## config.mk

```make
export PLATFORM = sky130hd
export DESIGN_NAME = jt49_stereo_hpf_flat
export DESIGN_NICKNAME = d
export VERILOG_FILES = /design/src/rtl/jt49_stereo_hpf_if.sv /design/src/rtl/jt49_stereo_hpf.sv /design/src/flat_wrapper.sv
export SDC_FILE = /design/constraint.sdc
export NUM_CORES = 1
export LEC_CHECK = 0
export BUFFER_PORTS_ARGS = -buffer_cell sky130_fd_sc_hd__buf_2
export CORE_MARGIN = 2
export CORE_UTILIZATION = 50
export CTS_BUF_LIST = sky130_fd_sc_hd__clkbuf_16
export DETAILED_ROUTE_END_ITERATION = 7
export PLACE_DENSITY = 0.68
export SYNTH_ARGS = -nofsm -noshare
export SYNTH_HDL_FRONTEND = slang
export SYNTH_SLANG_ARGS = --single-unit
```

## constraint.sdc

```tcl
create_clock -name clk -period 14.57 [get_ports clk]
set_input_delay 2.914 -clock clk [delete_from_list [all_inputs] [get_ports clk]]
set_output_delay 2.914 -clock clk [all_outputs]
set_load 0.01 [all_outputs]
```

## src/rtl/jt49_stereo_hpf_if.sv

```systemverilog
// Bus between the jt49 PSG channel outputs and the stereo/high-pass post-processor.
// The producer drives the channel levels and controls; the filter returns stereo samples and status.
interface jt49_stereo_hpf_if;
    logic               sample;
    logic [7:0]         A;
    logic [7:0]         B;
    logic [7:0]         C;
    logic [1:0]         stereo_mode;
    logic               en_hpf;
    logic signed [15:0] left;
    logic signed [15:0] right;
    logic               out_valid;
    logic               busy;
    logic               overrun;

    modport master (
        output sample, A, B, C, stereo_mode, en_hpf,
        input  left, right, out_valid, busy, overrun
    );

    modport slave (
        input  sample, A, B, C, stereo_mode, en_hpf,
        output left, right, out_valid, busy, overrun
    );
endinterface

```

## src/rtl/jt49_stereo_hpf.sv

```systemverilog
// Stereo panning plus per-side one-pole DC-blocking filter for the jt49 PSG.
// One sample takes MIX -> FILT_L -> FILT_R -> OUT; samples arriving while busy are dropped and flagged.
module jt49_stereo_hpf #(
    parameter int unsigned HPF_SHIFT = 10,
    parameter int unsigned ACC_W     = 19
) (
    input  logic              clk,
    input  logic              rst_n,
    jt49_stereo_hpf_if.slave  bus
);
    localparam int unsigned CH_W  = 8;
    localparam int unsigned MIX_W = 10;
    localparam int unsigned OUT_W = 16;

    localparam logic signed [ACC_W-1:0] POS_LIM = ACC_W'(32767);
    localparam logic signed [ACC_W-1:0] NEG_LIM = ACC_W'(-32768);

    typedef enum logic [2:0] {
        ST_IDLE,
        ST_MIX,
        ST_FILT_L,
        ST_FILT_R,
        ST_OUT
    } state_t;

    state_t                   state_q, state_d;
    logic [CH_W-1:0]          a_q, a_d, b_q, b_d, c_q, c_d;
    logic [1:0]               mode_q, mode_d;
    logic                     en_q, en_d;
    logic signed [ACC_W-1:0]  xl_q, xl_d, xr_q, xr_d;
    logic signed [ACC_W-1:0]  xl_prev_q, xl_prev_d, xr_prev_q, xr_prev_d;
    logic signed [ACC_W-1:0]  yl_q, yl_d, yr_q, yr_d;
    logic signed [OUT_W-1:0]  left_q, left_d, right_q, right_d;
    logic                     out_valid_q, out_valid_d;
    logic                     busy_q, busy_d;
    logic                     overrun_q, overrun_d;

    logic [MIX_W-1:0]         ma_c, mb_c, mc_c, mix_l_c, mix_r_c;

    // y <= x - x_prev + y - y/2^HPF_SHIFT, the shift flooring toward -inf
    function automatic logic signed [ACC_W-1:0] hpf_step(
        input logic signed [ACC_W-1:0] x,
        input logic signed [ACC_W-1:0] xp,
        input logic signed [ACC_W-1:0] y
    );
        return x - xp + y - (y >>> HPF_SHIFT);
    endfunction

    function automatic logic signed [OUT_W-1:0] sat16(input logic signed [ACC_W-1:0] v);
        if (v > POS_LIM)      return 16'sh7FFF;
        else if (v < NEG_LIM) return 16'sh8000;
        else                  return v[OUT_W-1:0];
    endfunction

    // Panning: the dominant channel is doubled on its side, B/C fill the centre
    always_comb begin
        ma_c    = MIX_W'(a_q);
        mb_c    = MIX_W'(b_q);
        mc_c    = MIX_W'(c_q);
        mix_l_c = '0;
        mix_r_c = '0;
        case (mode_q)
            2'd0: begin mix_l_c = ma_c + mb_c + mc_c; mix_r_c = ma_c + mb_c + mc_c; end
            2'd1: begin mix_l_c = (ma_c << 1) + mb_c; mix_r_c = (mc_c << 1) + mb_c; end
            2'd2: begin mix_l_c = (ma_c << 1) + mc_c; mix_r_c = (mb_c << 1) + mc_c; end
            default: begin mix_l_c = (mc_c << 1) + mb_c; mix_r_c = (ma_c << 1) + mb_c; end
        endcase
    end

    always_comb begin
        state_d     = state_q;
        a_d         = a_q;
        b_d         = b_q;
        c_d         = c_q;
        mode_d      = mode_q;
        en_d        = en_q;
        xl_d        = xl_q;
        xr_d        = xr_q;
        xl_prev_d   = xl_prev_q;
        xr_prev_d   = xr_prev_q;
        yl_d        = yl_q;
        yr_d        = yr_q;
        left_d      = left_q;
        right_d     = right_q;
        out_valid_d = 1'b0;

        case (state_q)
            ST_IDLE: begin
                if (bus.sample) begin
                    a_d     = bus.A;
                    b_d     = bus.B;
                    c_d     = bus.C;
                    mode_d  = bus.stereo_mode;
                    en_d    = bus.en_hpf;
                    state_d = ST_MIX;
                end
            end
            ST_MIX: begin
                xl_d    = ACC_W'({mix_l_c, 6'b0});
                xr_d    = ACC_W'({mix_r_c, 6'b0});
                state_d = ST_FILT_L;
            end
            ST_FILT_L: begin
                yl_d      = hpf_step(xl_q, xl_prev_q, yl_q);
                xl_prev_d = xl_q;
                state_d   = ST_FILT_R;
            end
            ST_FILT_R: begin
                yr_d        = hpf_step(xr_q, xr_prev_q, yr_q);
                xr_prev_d   = xr_q;
                // Registered here so left/right and out_valid appear together in OUT
                left_d      = en_q ? sat16(yl_q) : {1'b0, xl_q[OUT_W-1:1]};
                right_d     = en_q ? sat16(yr_d) : {1'b0, xr_q[OUT_W-1:1]};
                out_valid_d = 1'b1;
                state_d     = ST_OUT;
            end
            ST_OUT: begin
                state_d = ST_IDLE;
            end
            default: begin
                state_d = ST_IDLE;
            end
        endcase

        busy_d    = (state_d != ST_IDLE);
        overrun_d = bus.sample && (state_q != ST_IDLE);
    end

    always_ff @(posedge clk or negedge rst_n) begin
        if (!rst_n) begin
            state_q     <= ST_IDLE;
            a_q         <= '0;
            b_q         <= '0;
            c_q         <= '0;
            mode_q      <= '0;
            en_q        <= 1'b0;
            xl_q        <= '0;
            xr_q        <= '0;
            xl_prev_q   <= '0;
            xr_prev_q   <= '0;
            yl_q        <= '0;
            yr_q        <= '0;
            left_q      <= '0;
            right_q     <= '0;
            out_valid_q <= 1'b0;
            busy_q      <= 1'b0;
            overrun_q   <= 1'b0;
        end else begin
            state_q     <= state_d;
            a_q         <= a_d;
            b_q         <= b_d;
            c_q         <= c_d;
            mode_q      <= mode_d;
            en_q        <= en_d;
            xl_q        <= xl_d;
            xr_q        <= xr_d;
            xl_prev_q   <= xl_prev_d;
            xr_prev_q   <= xr_prev_d;
            yl_q        <= yl_d;
            yr_q        <= yr_d;
            left_q      <= left_d;
            right_q     <= right_d;
            out_valid_q <= out_valid_d;
            busy_q      <= busy_d;
            overrun_q   <= overrun_d;
        end
    end

    assign bus.left      = left_q;
    assign bus.right     = right_q;
    assign bus.out_valid = out_valid_q;
    assign bus.busy      = busy_q;
    assign bus.overrun   = overrun_q;
endmodule

```

## src/flat_wrapper.sv

```systemverilog
// flat-port wrapper written by rule: the top's interface ports become plain ports
module jt49_stereo_hpf_flat 
#(
    parameter int unsigned HPF_SHIFT = 10,
    parameter int unsigned ACC_W     = 19
)
  (clk, rst_n, bus_sample, bus_A, bus_B, bus_C, bus_stereo_mode, bus_en_hpf, bus_left, bus_right, bus_out_valid, bus_busy, bus_overrun);
  jt49_stereo_hpf_if bus_i ();
  input  logic clk;
  input  logic rst_n;
  input wire logic [$bits(bus_i.sample)-1:0] bus_sample;
  input wire logic [$bits(bus_i.A)-1:0] bus_A;
  input wire logic [$bits(bus_i.B)-1:0] bus_B;
  input wire logic [$bits(bus_i.C)-1:0] bus_C;
  input wire logic [$bits(bus_i.stereo_mode)-1:0] bus_stereo_mode;
  input wire logic [$bits(bus_i.en_hpf)-1:0] bus_en_hpf;
  output wire logic [$bits(bus_i.left)-1:0] bus_left;
  output wire logic [$bits(bus_i.right)-1:0] bus_right;
  output wire logic [$bits(bus_i.out_valid)-1:0] bus_out_valid;
  output wire logic [$bits(bus_i.busy)-1:0] bus_busy;
  output wire logic [$bits(bus_i.overrun)-1:0] bus_overrun;
  assign bus_i.sample = bus_sample;
  assign bus_i.A = bus_A;
  assign bus_i.B = bus_B;
  assign bus_i.C = bus_C;
  assign bus_i.stereo_mode = bus_stereo_mode;
  assign bus_i.en_hpf = bus_en_hpf;
  assign bus_left = bus_i.left;
  assign bus_right = bus_i.right;
  assign bus_out_valid = bus_i.out_valid;
  assign bus_busy = bus_i.busy;
  assign bus_overrun = bus_i.overrun;
  jt49_stereo_hpf #(.HPF_SHIFT(HPF_SHIFT), .ACC_W(ACC_W)) u_core (.clk(clk), .rst_n(rst_n), .bus(bus_i));
endmodule
```

* Word-level counts from Yosys, hierarchy flattened
Index checks and enable logic that the tools add are counted.
** Storage, ports and cells
- Register bits after elaboration :: 143
- Bits of input ports :: 30
- Output and inout port bits :: 35
- Logic and storage cells :: 55
** Cells by class
- Add/subtract/negate cells :: 12
- Order comparisons :: 4
- Equality and inequality tests :: 5
- Mux-type cells :: 11
- Reduce and logical (&&, ||, !) cells :: 6
** Operators by type and width (count)
- 16-bit two-way mux :: 6
- 10-bit one-hot mux with 3 select lines :: 2
- 9-bit by 8-bit adder with 10-bit output :: 5
- 17-bit by 19-bit adder with 19-bit output :: 2
- 19-bit by 16-bit > comparator with 1-bit output, second input constant :: 2
- 19-bit by 16-bit less-than comparator with 1-bit output, second input constant :: 2
- 19-bit by 9-bit subtractor with 19-bit output :: 2
- 16-bit by 16-bit subtractor with 17-bit output :: 2
- 3-bit one-hot mux with 4 select lines :: 1
- 8-bit by 8-bit adder with 9-bit output :: 1
- 3-bit by 2-bit equality test with 1-bit output, second input constant :: 2
- 3-bit nonzero test :: 2
- 3-bit by 1-bit equality test with 1-bit output, second input constant :: 1
- 3-bit zero test :: 1
- 3-bit two-way mux :: 1
- 2-bit by 1-bit equality test with 1-bit output, second input constant :: 1
- 2-bit equality test, second input constant :: 1
- 2-bit zero test :: 1
- 2-bit AND reduction :: 1
- 1-bit logical AND :: 1
- 1-bit two-way mux :: 1

* Depth between registers and ports, before layout
Gate-level depths: netlist of the first run.
- Depth in word-level cells :: 7
- Gate-level depth with buffers :: 23
- Gate-level depth less buffers :: 21

* Least setup slack after synthesis of the first run
Ideal clock, no wire load.
- Kind :: reg-to-reg
- Start point :: reg u_core.xr_q[7]
- End point :: reg u_core.right_q[10] (netlist: u_core.bus.right[10])
- Library setup time :: 131 ps
- Arrival time :: 4487 ps
- Data required time :: 14439 ps
- Setup slack :: 9952 ps
- Cell stages (with the launch flop) :: 22
- Buffers on the path :: 2
- Clock period less this slack :: 4618 ps
- Cell sequence :: dfrtp_1 ha_1 nor2b_1 o21ai_0 a21boi_0 o21ai_0 a21boi_0 o21ai_0 nand2_1 o311ai_0 fa_1 ha_1 clkdlybuf4s15_2 a21oi_1 o21ai_0 nor2_1 a21oi_2 xor2_1 or3_1 buf_6 a21oi_4 a21oi_1
** On the way
- Cells in the longest elaborated chain, start to end :: 7
- Elaborated cells between the ends (all ways) :: 8
- Those cells by class :: add/sub (3); order compare (2); mux (3)
** RTL lines
- start, declared :: line jt49_stereo_hpf.sv:30 : logic signed [ACC_W-1:0] xl_q, xl_d, xr_q, xr_d;
- start signal, assigned :: line jt49_stereo_hpf.sv:156 : xr_q <= xr_d;
- 16-bit by 16-bit subtractor with 17-bit output * :: line jt49_stereo_hpf.sv:46 : return x - xp + y - (y >>> HPF_SHIFT);
- 17-bit by 19-bit adder with 19-bit output * :: line jt49_stereo_hpf.sv:46
- 19-bit by 9-bit subtractor with 19-bit output * :: line jt49_stereo_hpf.sv:46
- 19-bit by 16-bit less-than comparator with 1-bit output :: line jt49_stereo_hpf.sv:51 : else if (v < NEG_LIM) return 16'sh8000;
- 16-bit two-way mux :: line jt49_stereo_hpf.sv:51
- 16-bit two-way mux * :: line jt49_stereo_hpf.sv:50 : if (v > POS_LIM) return 16'sh7FFF;
- 16-bit two-way mux * :: line jt49_stereo_hpf.sv:113 : right_d = en_q ? sat16(yr_d) : {1'b0, xr_q[OUT_W-1:1]};
- end signal, assigned :: line jt49_stereo_hpf.sv:162 : right_q <= right_d;
- end, declared :: line jt49_stereo_hpf.sv:33 : logic signed [OUT_W-1:0] left_q, left_d, right_q, right_d;
Mark *: on every way between the ends. The rest lies on a longest branch, timed or not.
A chain may end at the register's enable or synchronous reset.

==> flow_summary.toml, run 1 <==
[sta]
fmax_mhz = 186
finalSetupViolations = 0
period_needed_ps = 5380
rsz0062_at_grt = "false"
slew_headroom_pct = 29.4
period_share_pct = 36.9
maxSlewViolCount = 0
finalHoldViolCount = 0
fin_skew_ps = 10.6
timing.setup.tns_ps = 0
worst_slew_pin_slew_ps = 1060
fin_ws_ps = 9190

[clock_network]
clock-sinks = 142
cts_buffer_depth = 2
cts_root_buf = "clkbuf_16"
cts_tree = "yes"
cts_made_buffers = 17
post_cts_buffers = 0
clkLatencyLatePin_ps = 430
hold_buffers = 0
cts_resized = 0
htree_num_levels = 4
clkTransAtPathRegs_ps = 70

[logic_synthesis]
synth_edf_count = 0
synthTopCellsByArea = "dfrtp_1, ha_1, fa_1"
yosysWarnings = 0
synth-adder-area-share_pct = 19.8
synth_top_area_share_pct = 33.3
synth_async_sr_flop_share_pct = 100
synthTopCellsByCount = "nand2_1, dfrtp_1, o21ai_0, ha_1, a21oi_1"
synth-seq-area-share_pct = 33.3
syn_area_sq_um = 10700
synthXorXnorAreaFrac_pct = 5.83
synth_top_family_by_area = "compound AO/OA/AOI/OAI gates"
synth_compound_area_share_pct = 19.8
synth_nets = 1321
ys_ff_latch = 142
muxShareOfSynthArea_pct = 3.87
synth_area_per_cell_sq_um = 9.30
synth_cell_types = 75
yosysTopAreaCell = "dfrtp_1"
synth_most_common_cell = "nand2_1"
netlist_instances = 1147
synthSimpleGateAreaFrac_pct = 12.5
synth_top_flop_cell = "dfrtp_1"

[setup_path]
cp.arrival_ps = 5700
cp-end-kind = "flop"
cp_slowest_cell = "nor3b_4"
crit_chain = "inv_1 -> ha_1 -> inv_1 -> fa_1 -> a21o_1 -> a21oi_1 -> o21ai_0 -> a21oi_1 -> o21ai_0 -> a21oi_1 -> nor2_1 -> a211oi_1 -> fa_1 -> ha_1 -> a21o_1 -> nand3_1 -> nand3_1 -> nor3b_4 -> nor2_2 -> o31ai_1"
cp_top_family = "compound AO/OA/AOI/OAI gates"
path_buf_inv = 2
crit_path_start_kind = "flop"
critical_path_required_ps = 14890
cp_max_fo = 18
worst-setup-path-type = "reg2reg"
critPathMostFrequentCell = "a21oi_1"
cp_slowest_stage_delay_ps = 720

[outcome]
status = "complete, no violations"

[grt]
grt-ovfl-total = 0
grt_use_total_pct = 23.6
grt_start_max_net_pins = 85
grt_pass1_vias = 8000
grt_pass1_wl_um = 41800
antenna_found_initial = 1

[floorplanning]
pin_count = 65
coreArea_sq_um = 21000
initial_core_util_pct = 50.9
dieArea_sq_um = 22500
die_x_um = 150
fp.dieH_um = 150
num_rows = 53

[detailed_routing]
drtIter0Drc = 580
drt-pass1-iter-count = 7
drtAntennaViolNets = 0
wl_per_cell_um = 16.8
via_per_inst = 5.61
num_vias = 8319
wl_um = 25000
drc = 0

[final_layout]
postLayoutCellArea_sq_um = 11800
area_growth_pct = 11.0
finalNetCount = 1367
drive_gt1_share_pct = 13.1

[place]
dpl.hpwl_um = 18700
routabilityCongestion = 0.843
post-place-ws_ps = 9250
placed_cell_area_sq_um = 11200
port_buffers = 64

[run]
drv_cap = 0

[worst_hold_path]
hold_class = "reg2reg"
-- metrics by stage --
stage          util, %  hold slack, ps  instances
2_1_floorplan        -             450       1147
5_1_grt           56.5             497       1481
6_report          56.5             464       1482
3_5_place_dp      53.3             452       1449
4_1_cts           56.5             467       1481
3_3_place_gp      53.3             443       1449
-- routing by layer --
metal / vias to the layer above / share of wire, % / global-route usage [%]
li1: 4115 / - / -
met1: 3991 / 47 / 33.1
met2: 193 / 47 / 38.5
met3: 20 / 4.4 / 4.39
met4: 0 / 1.1 / 4.34
met5: - / 0 / 0
-- flip-flops by register name (all words and copies together), names as in the netlist, 2 cells and up --
register and count:
u_core.yr_q 19, u_core.mode_q 2, u_core.c_q 8, u_core.bus.left 16
u_core.xr_prev_q 10, u_core.xl_q 10, u_core.bus.right 16, u_core.yl_q 19
u_core.b_q 8, u_core.state_q 3, u_core.xl_prev_q 10, u_core.xr_q 9
u_core.a_q 8
-- cell usage in the layout, fill, tap and decap left out, types with 11 or more instances in the layout --
cell type and n:
nand2_1 160, o21ai_0 121, xor2_1 27, ha_1 103
a21o_1 32, clkbuf_16 17, a31oi_1 15, dfrtp_1 142
buf_2 63, inv_1 83, nand3_1 19, mux2_2 26
fa_1 41, nor2_1 43, o21bai_1 11, a21oi_1 84
or3_1 14, xnor2_1 44
-- final timing paths --
path | from | endpoint | slack (ps) | cells past startpoint
hold / removal | u_core.bus.left[15] | u_core.bus.left[15] | 460 | 2
hold reg to reg | u_core.bus.left[15] | u_core.bus.left[15] | 460 | 2
min in group asynchronous | rst_n | u_core.yl_q[18] | 2450 | 1
setup reg to reg | u_core.xl_q[6] | u_core.bus.right[0] | 9190 | 20
setup / recovery | u_core.xl_q[6] | u_core.bus.right[0] | 9190 | 20
max in group asynchronous | rst_n | u_core.xr_prev_q[10] | 10660 | 2
-- kinds of logic after synthesis --
family          Yosys count
compound gates          339
simple gates            293
fa+ha+maj               144
flops                   142
buf+inv                 125
xor+xnor                 71
mux                      33
-- worst min-delay path, cell delays in order, from the launching register on --
cell	delay, ps
dfrtp_1	340
nand2_1	50
nand2_1	50
-- layout make-up --
| cell class | instances | area [sq um] |
|---|---|---|
| Sequential cell | 142 | 3550 |
| Clock inverter | 15 | 234 |
| Tap cell | 275 | 344 |
| Timing Repair Buffer | 69 | 364 |
| Multi-Input combinational cell | 880 | 6600 |
| Inverter | 83 | 312 |
| Fill cell | 1892 | 9120 |
| Clock buffer | 17 | 425 |
| Antenna cell | 1 | 2.50 |
Power of run 1 is left out: the tool's default activity adds up to more than one toggle a clock period on the data nets, which glitch-free logic cannot reach.
==> run 2, diff against run 1 <==
- PLACE_DENSITY: 0.68 -> 0.7
- clock period: 14.57 -> 4.5 ns (I/O delays scaled with it)
==> flow_summary.toml, run 2 (synthesis results as in run 1) <==
[sta]
worst_slew_pin_slew_ps = 962
fin_ws_ps = 143
finalSetupViolations = 0
slew_headroom_pct = 35.6
fin_skew_ps = 10.8
period_needed_ps = 4360
period_share_pct = 96.8
rsz0062_at_grt = "true"
maxSlewViolCount = 0
fmax_mhz = 230
finalHoldViolCount = 0

[setup_path]
cp_slowest_stage_delay_ps = 500
cp_max_fo = 6
crit_path_start_kind = "flop"
cp-end-kind = "flop"
cp_top_family = "adder cells"
cp_slowest_cell = "fa_2"
critPathMostFrequentCell = "a21oi_2"
rr_startpoint = "u_core.xl_q[6]"
worst-setup-path-type = "reg2reg"
crit_chain = "inv_2 -> ha_4 -> inv_1 -> fa_2 -> a21o_1 -> a21oi_2 -> o21ai_2 -> a21oi_2 -> buf_4 -> o21ai_1 -> a21oi_2 -> xnor2_1 -> fa_2 -> ha_4 -> nand3_2 -> nand2_1 -> a21o_1 -> buf_6 -> a2111oi_4 -> buf_4 -> nor3b_4 -> buf_6 -> a21boi_2 -> o31ai_1"
setup.worst_path.start = "u_core.xl_q[6]"
critical_path_required_ps = 4830
cp.arrival_ps = 4690
path_buf_inv = 6

[final_layout]
largestRegisters = "u_core.yl_q x19, u_core.yr_q x19"
area_growth_pct = 16.7
final_common_cell = "nand2_1"
final_cell_mix = "nand2_1, dfrtp_1, o21ai_0"
drive_gt1_share_pct = 20.2
finalNetCount = 1417

[grt]
grt_pass1_wl_um = 43200
grt_start_max_net_pins = 86
grt_use_total_pct = 24.6
grt_pass1_vias = 8508
grt-ovfl-total = 0
antenna_found_initial = 2

[detailed_routing]
drtIter0Drc = 522
wl_um = 27100
drt-pass1-iter-count = 5
drtAntennaViolNets = 0
via_per_inst = 5.72
drc = 0
num_vias = 8770
wl_per_cell_um = 17.7

[floorplanning]
fp.dieH_um = 150
pin_count = 65
initial_core_util_pct = 50.9
die_x_um = 150
dieArea_sq_um = 22500
coreArea_sq_um = 21000
num_rows = 53

[outcome]
status = "complete, no violations"

[place]
port_buffers = 64
dpl.hpwl_um = 19700
routabilityCongestion = 0.874
post-place-ws_ps = -224

[clock_network]
clock-sinks = 142
cts_tree = "yes"
clkTransAtPathRegs_ps = 70
clkLatencyLatePin_ps = 430
cts_root_buf = "clkbuf_16"
htree_num_levels = 4
hold_buffers = 0
cts_made_buffers = 17
cts_buffer_depth = 2

[worst_hold_path]
hp-start = "u_core.bus.left[3]"
hold_class = "reg2reg"

[run]
drv_cap = 0
==> run 2: worst paths after layout <==
check / end / slack, ps / cells after the start
setup / recovery: u_core.bus.right[0] / 140 / 24
hold / removal: u_core.bus.left[3] / 460 / 2
setup reg to reg: u_core.bus.right[0] / 140 / 24
hold reg to reg: u_core.bus.left[3] / 460 / 2
max in group asynchronous: u_core.yr_q[18] / 3050 / 2
min in group asynchronous: u_core.yl_q[17] / 510 / 1
==> run 2: metal layers <==
metal	GRT usage, %	up-vias	share of wire, %
li1	-	4227	-
met1	32.9	4259	44
met2	40.8	232	49
met3	3.93	50	4.6
met4	8.16	2	2.3
met5	0	-	0.059
==> run 2: area by class of cell <==
type,count,area [sq um]
clock inverter,15,128
sequential,142,3550
inverter,83,312
clock buffer,17,425
tap,275,344
fill,1840,8510
antenna,1,2.50
timing repair buffer,116,739
multi-input combinational,883,6940
==> run 2: stage by stage <==
step,instance area [sq um],std cells,utilization [%],hold slack (ps),setup TNS [ps]
floorplan,10700,1147,-,450,0
global placement,11400,1485,54.6,445,-1510
detailed placement,11400,1485,54.6,451,-2900
CTS,12100,1523,57.7,467,-0.492
global route,12400,1531,59.4,504,-713
finish,12400,1532,59.4,463,0
==> run 2: tightest hold or removal path: stages (launching register included) <==
cell     delay [ps]
dfrtp_1         340
nand2_1          50
nand2_1          50
==> run 2: timing repair <==
item                                    CTS  global route
setup buffers                             4             8
pin swaps                                 7            32
gates cloned                              2             1
endpoints found under the setup margin   16            22
gates resized for setup                  12            62
Power of run 2 is left out for the same reason.
